<file path="src/rtl/fa_using_ha_pkg.sv">
// Shared constants and golden reference for the ripple full adder built from half adders.
package fa_using_ha_pkg;

    localparam int unsigned FA_WIDTH_DEFAULT = 1;
    localparam int unsigned FA_WIDTH_MAX     = 64;

    // Golden unsigned a+b+c at full 65-bit precision; callers truncate to WIDTH+1.
    function automatic logic [FA_WIDTH_MAX:0] fa_ref(
        input logic [FA_WIDTH_MAX-1:0] a,
        input logic [FA_WIDTH_MAX-1:0] b,
        input logic                    c
    );
        fa_ref = (FA_WIDTH_MAX + 1)'(a) + (FA_WIDTH_MAX + 1)'(b) + (FA_WIDTH_MAX + 1)'(c);
    endfunction

endpackage

</file>
<file path="src/rtl/fa_using_ha_half_adder.sv">
// Stateless half adder: sum and carry of two single bits.
module half_adder (
    input  logic x,
    input  logic y,
    output logic s,
    output logic co
);

    // Half-adder sum and carry
    assign s  = x ^ y;
    assign co = x & y;

endmodule

</file>
<file path="src/rtl/fa_using_ha.sv">
// WIDTH-bit ripple-carry adder; each slice is two half adders, all outputs registered.
// Optional build macro FA_USING_HA_OVF_EN adds a registered two's-complement overflow output ovf.
module fa_using_ha
    import fa_using_ha_pkg::*;
#(
    parameter int unsigned WIDTH = FA_WIDTH_DEFAULT
) (
    input  logic             clk,
    input  logic             rst,
    input  logic [WIDTH-1:0] a,
    input  logic [WIDTH-1:0] b,
    input  logic             c,
    output logic [WIDTH-1:0] w1,
    output logic [WIDTH-1:0] w2,
    output logic [WIDTH-1:0] w3,
    output logic [WIDTH-1:0] sum,
    output logic             carry
`ifdef FA_USING_HA_OVF_EN
    ,
    output logic             ovf
`endif
);

    logic [WIDTH-1:0] ha1_s;
    logic [WIDTH-1:0] ha1_co;
    logic [WIDTH-1:0] ha2_s;
    logic [WIDTH-1:0] ha2_co;
    logic [WIDTH-1:0] cin;
    logic [WIDTH-1:0] cout;

    assign cin[0] = c;

    // Per-slice datapath: HA1 on the operands, HA2 folds in the rippled carry
    for (genvar i = 0; i < int'(WIDTH); i++) begin : g_slice
        half_adder u_ha1 (
            .x  (a[i]),
            .y  (b[i]),
            .s  (ha1_s[i]),
            .co (ha1_co[i])
        );

        half_adder u_ha2 (
            .x  (ha1_s[i]),
            .y  (cin[i]),
            .s  (ha2_s[i]),
            .co (ha2_co[i])
        );

        assign cout[i] = ha1_co[i] | ha2_co[i];

        if (i > 0) begin : g_ripple
            assign cin[i] = cout[i-1];
        end
    end

    // Capture every slice output and the final carry each cycle; reset clears all
    always_ff @(posedge clk or posedge rst) begin
        if (rst) begin
            w1    <= '0;
            w2    <= '0;
            w3    <= '0;
            sum   <= '0;
            carry <= 1'b0;
        end else begin
            w1    <= ha1_s;
            w2    <= ha1_co;
            w3    <= ha2_co;
            sum   <= ha2_s;
            carry <= cout[WIDTH-1];
        end
    end

`ifdef FA_USING_HA_OVF_EN
    // Signed overflow: carry into the MSB differs from carry out of it
    always_ff @(posedge clk or posedge rst) begin
        if (rst) begin
            ovf <= 1'b0;
        end else begin
            ovf <= cin[WIDTH-1] ^ cout[WIDTH-1];
        end
    end
`endif

endmodule

</file>
<file path="config.mk">
export PLATFORM = sky130hd
export DESIGN_NAME = fa_using_ha
export DESIGN_NICKNAME = d
export VERILOG_FILES = /design/src/rtl/fa_using_ha_pkg.sv /design/src/rtl/fa_using_ha_half_adder.sv /design/src/rtl/fa_using_ha.sv
export SDC_FILE = /design/constraint.sdc
export NUM_CORES = 1
export LEC_CHECK = 0
export CORE_AREA = 2 2 39 41
export CTS_CLUSTER_SIZE = 28
export DETAILED_ROUTE_END_ITERATION = 12
export DIE_AREA = 0 0 41 43
export PLACE_DENSITY = 0.35
export SLEW_MARGIN = 20
export SYNTH_ARGS = -nofsm -noshare
export SYNTH_HDL_FRONTEND = slang
export SYNTH_SLANG_ARGS = --single-unit
</file>
<file path="constraint.sdc">
create_clock -name clk -period 1.5 [get_ports clk]
set_clock_uncertainty 0.2 [all_clocks]
set_input_delay 0.225 -clock clk [delete_from_list [all_inputs] [get_ports clk]]
set_output_delay 0.225 -clock clk [all_outputs]
set_load 0.02 [all_outputs]
</file>
* Word level (Yosys, flattened, before mapping)
Cells that the tools add are included.
** Word-level totals
- Bits of input ports :: 5
- Register bits after elaboration :: 5
- Output and inout bits :: 5
** Cells by class
- Bitwise operators :: 5
** Operator list (number)
- bitwise AND 1 bit :: 2
- bitwise XOR 1 bit :: 2
- OR 1 bit :: 1

* Longest topological paths before layout
Gate-level depths: netlist of run 1.
- Word-level depth :: 3
- Depth in mapped cells :: 2

* Hierarchy
Synthesis of run 1 repeated with hierarchy kept, for this count alone.
** Unflattened totals
- Cells, all modules :: 9
- Area, all modules :: 160.2 um2
** Modules (own cells, without submodules)
- fa_using_ha :: sequential area each 125.1 um2, times used 1, cells an instance 7, area each 135.1 um2
- half_adder :: sequential area each 0.0 um2, times used 2, cells an instance 1, area each 12.5 um2

* Least setup slack after synthesis of run 1
No wires, ideal clock.
- Path kind :: input -> register
- From :: in a
- To :: reg sum
- Data required time :: 1164 ps
- Data arrival time :: 670 ps
- Stages :: 1
- Slack :: 494 ps
- Cell sequence :: fa_1
** On the way
- Cells in the longest elaborated chain, start to end :: 2
** Ends and longest elaborated chain
- start, declared :: RTL line fa_using_ha.sv:10 : input logic [WIDTH-1:0] a,
- bitwise XOR 1 bit (2 in a row) :: RTL line fa_using_ha_half_adder.sv:10 : assign s = x ^ y;
- end signal, assigned :: RTL line fa_using_ha.sv:68 : sum <= ha2_s;
- end, declared :: RTL line fa_using_ha.sv:16 : output logic [WIDTH-1:0] sum,
Every way passes these cells.

* Worst setup path in the final report of run 1
- From :: reg sum
- To :: out sum
No word-level cell between the ends.

==> metrics.txt, run 1 <==
worst hold path type=in2reg; Setup TNS Final=0 ns; measured slew at the worst slew-check pin=0.208 ns; leakage power=0.000153 uW; Die Height=43 um; RSZ-0062 raised after global routing=no; Ys Warns=0; ratio of cells with drive above 1 in the final layout=13.0%; Ports=10; Fillers=150; final worst slack=about 0.18 ns; Tot Pwr=356 uW; period utilization=between 80% and 90%; Critical Path RT=1.07 ns; sequential cell area fraction in the yosys report=~70%; Max Cap Viol=0; cell area after layout=314 um^2; Placer Congestion=approximately 0.56; FP Rows=14; CTS tree=yes; peak supply drop=0.264 mV; crit path time final=1.32 ns; status=complete, no violations; global-route wire length before repair=~450 um; Core Area=1380 um^2; clk sinks=5; mapped cell area=174 um^2; Slowest-stage cell, CP=dfrtp_1; H-tree depth=1; CTS Buf Count=3; port bufs=9; area post-placement=284 um^2; Pins Over Slew Limit=0; Antenna Cells=0; pin count of the biggest net entering global routing=6; Iter 0 DRT Violations=0; Slew headroom=between 80% and 90%; Layout Nets=32; drt pass-1 iters=1; die area=1760 um^2; vias in the first global route=130; total power per unit cell area=1140 nW/um^2; pre-CTS setup slack=-0.0274 ns; Clock Pin Slew Worst Setup and Hold Paths=0.04 ns; Yosys cell types=4; Syn Area/Cell=19.3 um^2; DRC=0; Crit path largest cell delay=0.35 ns; antenna violations before repair=0; Syn Inst Count=9; final WL=283 um; Crit Path Max Fanout=1; utilization after layout=a little under a quarter; cell family with the largest share of critical-path delay=flip-flops; CTS Buffer Depth=2; Synth Register Bits=5; via count=around 110; Final Setup Violations=0; DR vias/cell=2.90; CTS root buf=clkbuf_4; worst setup path category=reg2out; P&R area growth vs syn=80.6%; Starting Density=12.6%; Routed WL per cell=about 7.3 um; maximum clock frequency=756 MHz; gr usage total=4.56%; chip width=between 40 and 50 um; Crit path arrival time=~0.90 ns; grt total ovfl=0; crit path buf inv count=1; Cell Chain, Critical Path=dlygate4sd2_1; Mapped Nets=17; CP Launch Type=flip-flop; Worst setup EP type=primary output; antenna-violating nets left=0; final hold violation count=0
-- Yosys cell counts --
cell type / number / share of area (%)
dfrtp_1: 5 / 72
inv_1: 1 / 2.2
fa_1: 1 / 12
ha_1: 2 / 14
-- state kept, by name (all words and copies together), names as in the netlist --
signal	count
carry	1
w1	1
w2	1
sum	1
w3	1
-- stage by stage --
step	instances	hold WS, ns
4_1_cts	39	0.471
5_1_grt	39	0.484
3_3_place_gp	34	0.237
3_5_place_dp	34	0.240
2_1_floorplan	9	-0.196
6_report	39	0.477
-- logic make-up after synthesis --
logic type	share of synthesized area (%)
adders and majority gates	25.9
buffers and inverters	2.16
DFF	71.9
-- worst paths after layout --
check,endpoint,slack [ns],from,cells after the start
max in group asynchronous,carry,0.40,rst,3
setup / recovery,sum,0.18,sum,1
hold / removal,w2,0.48,b,2
min in group asynchronous,w3,0.54,rst,3
-- routing by layer --
layer,wire length [um],track usage [%],up-vias
met5,0,0,-
met1,122,4.30,49
met3,51,3.14,0
met4,0,8.00,0
met2,110,4.38,10
li1,-,-,54
-- power by group --
| group | internal [uW] | switching [uW] |
|---|---|---|
| logic | 26.5 | 30.3 |
| registers | 148 | 2.39 |
| clock network | 100 | 49.5 |
-- timing repair --
item	CTS	global route
hold buffers	1	0
buffers inserted	0	0
gates resized for setup	5	0
setup endpoints to repair	5	0
endpoints found under the hold margin	5	0
-- cell type report --
cell class              instances  area, um^2  share of cell area (%)
flip-flops and latches          5         125                    39.8
repair buffers                 10        93.8                    29.9
multi-input cells               3        45.0                    14.3
clock buffers                   4        26.3                    8.37
well taps                      16        20.0                    6.37
inverters                       1        3.75                    1.20
-- layout by cell type, fill, tap and decap left out --
cell type        n
dfrtp_1          5
dlygate4sd2_1    5
clkdlybuf4s50_1  4
clkbuf_4         3
ha_1             2
inv_1            1
fa_1             1
clkbuf_1         1
dlygate4sd3_1    1
(Power assumes the default switching activity.)
==> inputs of run 2 (changes only) <==
- CAP_MARGIN: default -> 20
==> results of run 2 <==
The final DEF is identical to that of run 1; final timing and power are the same.
==> inputs of run 3 (changes only) <==
- DONT_BUFFER_PORTS: default -> 1
- PLACE_DENSITY: 0.35 -> 0.3
==> metrics.txt, run 3 (same netlist as run 1, synthesis figures left out) <==
maximum clock frequency=720 MHz (-4.8%); H-tree depth=1 (unchanged); CTS tree=yes; status=complete, no violations; DR vias/cell=2.91 (+0.40%); Cell Chain, Critical Path=dlygate4sd3_1, ha_1, ha_1; Routed WL per cell=9.33 um (+29%); FP Rows=14 (unchanged); Worst setup EP type=flip-flop; ratio of cells with drive above 1 in the final layout=17.6% (+4.6 points); routing usage on met3=3.14% (unchanged); CTS Buffer Depth=2 (unchanged); grt total ovfl=0 (unchanged); Crit path largest cell delay=0.58 ns (+0.23 ns); clk sinks=5 (unchanged); Starting Density=12.6% (unchanged); commonest non-fill, non-tap cells in the layout=dfrtp_1, dlygate4sd3_1, clkbuf_4, ha_1; Post-CTS Resized=0 (-5); CTS Buf Count=3 (unchanged); setup bufs post-CTS=0 (unchanged); Crit Path Max Fanout=2 (+1); global-route wire length before repair=496 um (+11%); drt pass-1 iters=2 (+1); Clock Pin Slew Worst Setup and Hold Paths=0.04 ns (about the same); most used cell along the critical path=ha_1; final worst slack=0.111 ns (-0.0664 ns); final hold violation count=0 (unchanged); CP Launch Type=input pin; antenna violations before repair=0 (unchanged); total power per unit cell area=1320 nW/um^2 (+16%); Pins Over Slew Limit=0 (unchanged); Multi-input gate area=45.0 um^2 (unchanged); Antenna Cells=0 (unchanged); pre-CTS setup slack=0.458 ns (+0.485 ns); clock network power share=44.4% (+2.4 points); met1 Use GR=3.92% (-0.38 points); peak supply drop=0.218 mV (-18%); P&R area growth vs syn=49.6%; Placer Congestion=0.549 (-2.0%); Crit path arrival time=1.31 ns (+0.41 ns); grt peak-use layer=met4; pin count of the biggest net entering global routing=6 (unchanged); hold bufs inserted after CTS=4 (+3); Slowest-stage cell, CP=dlygate4sd3_1; crit path time final=1.39 ns (+0.0664 ns); chip width=41 um (unchanged); Critical Path RT=1.42 ns (+0.35 ns); port bufs=0 (-9); Final Setup Violations=0 (unchanged); period utilization=92.6% (+4.4 points); Reg area=125 um^2 (unchanged); Die Height=43 um (unchanged); Setup TNS Final=0 ns (unchanged); CTS root buf=clkbuf_4; Reg power frac=49.3% (+7.2 points); most common cell after layout, fill and taps aside=dfrtp_1; worst setup path category=in2reg; Core Area=1380 um^2 (unchanged); sw frac=24.2% (+1.1 points); Ports=10 (unchanged); worst hold path type=in2async; via count=96 (-15%); final WL=308 um (+8.8%); Fillers=150 (unchanged); DRC=0 (unchanged); die area=1760 um^2 (unchanged); vias in the first global route=133 (+2.3%); Comb pwr share=6.3% (-9.6 points); Max Cap Viol=0 (unchanged); Pint=260 uW (-5.3%); switching power=82.8 uW (+0.72%); leakage power=0.000121 uW (-21%); Iter 0 DRT Violations=4 (+4); antenna-violating nets left=0 (unchanged); GR Layer Usage met2=5.94% (+1.6 points); Layout Nets=26 (-19%); RSZ-0062 raised after global routing=no; measured slew at the worst slew-check pin=0.200 ns (-0.00744 ns); Slew headroom=86.6% (+0.45 points); gr usage total=5.25% (+0.69 points)
-- run 3: changes by cell type in the layout (fill, tap and decap cells not counted), sizes merged --
cell / before / now
dlygate4sd2: 5 / 0
clkdlybuf4s50: 4 / 0
dlygate4sd3: 1 / 4
-- run 3: path summary, 6_finish.rpt --
| check | depth (start not counted) | endpoint | slack, ns | start |
|---|---|---|---|---|
| min | 2 | w2 | 0.12 | rst |
| min in group clk | 2 | w3 | 0.54 | c |
| max in group asynchronous | 2 | w3 | 0.82 | rst |
| max | 3 | w3 | 0.11 | a |
-- run 3: power by group through the flow --
stage	logic [uW]	registers (uW)	clock network [uW]
after floorplan	7.70	169	0
after global placement	11.0	171	0
after detailed placement	11.5	171	0
after CTS	21.9	170	161
after global routing	25.7	170	176
final	21.6	169	152
-- run 3: area by class of cell --
| class | instances | area share (%) |
|---|---|---|
| Clock buffer | 4 | 10.1 |
| Inverter | 1 | 1.44 |
| Tap cell | 16 | 7.69 |
| Multi-Input combinational cell | 3 | 17.3 |
| Sequential cell | 5 | 48.1 |
| Timing Repair Buffer | 4 | 15.4 |
-- run 3: worst max-delay path: cells and delay by family --
kind,cells,cell delay [ns]
buffers and inverters,1,0.58
adders and majority gates,2,0.51
-- run 3: per-layer routing --
metal | routed length (um) | part of all wire, %
met3 | 31 | 10
met5 | 0 | 0
met2 | 139 | 45
met4 | 12 | 3.9
met1 | 124 | 40
-- run 3: per-stage QoR --
stage	utilization, %	power [uW]	hold WS (ns)	cells	cell area, um^2
3_3_place_gp	14.0	182	-0.183	25	194
6_report	18.8	342	0.121	33	260
5_1_grt	18.8	372	0.131	33	260
4_1_cts	18.8	353	0.120	33	260
2_1_floorplan	-	177	-0.196	9	174
3_5_place_dp	14.0	183	-0.178	25	194
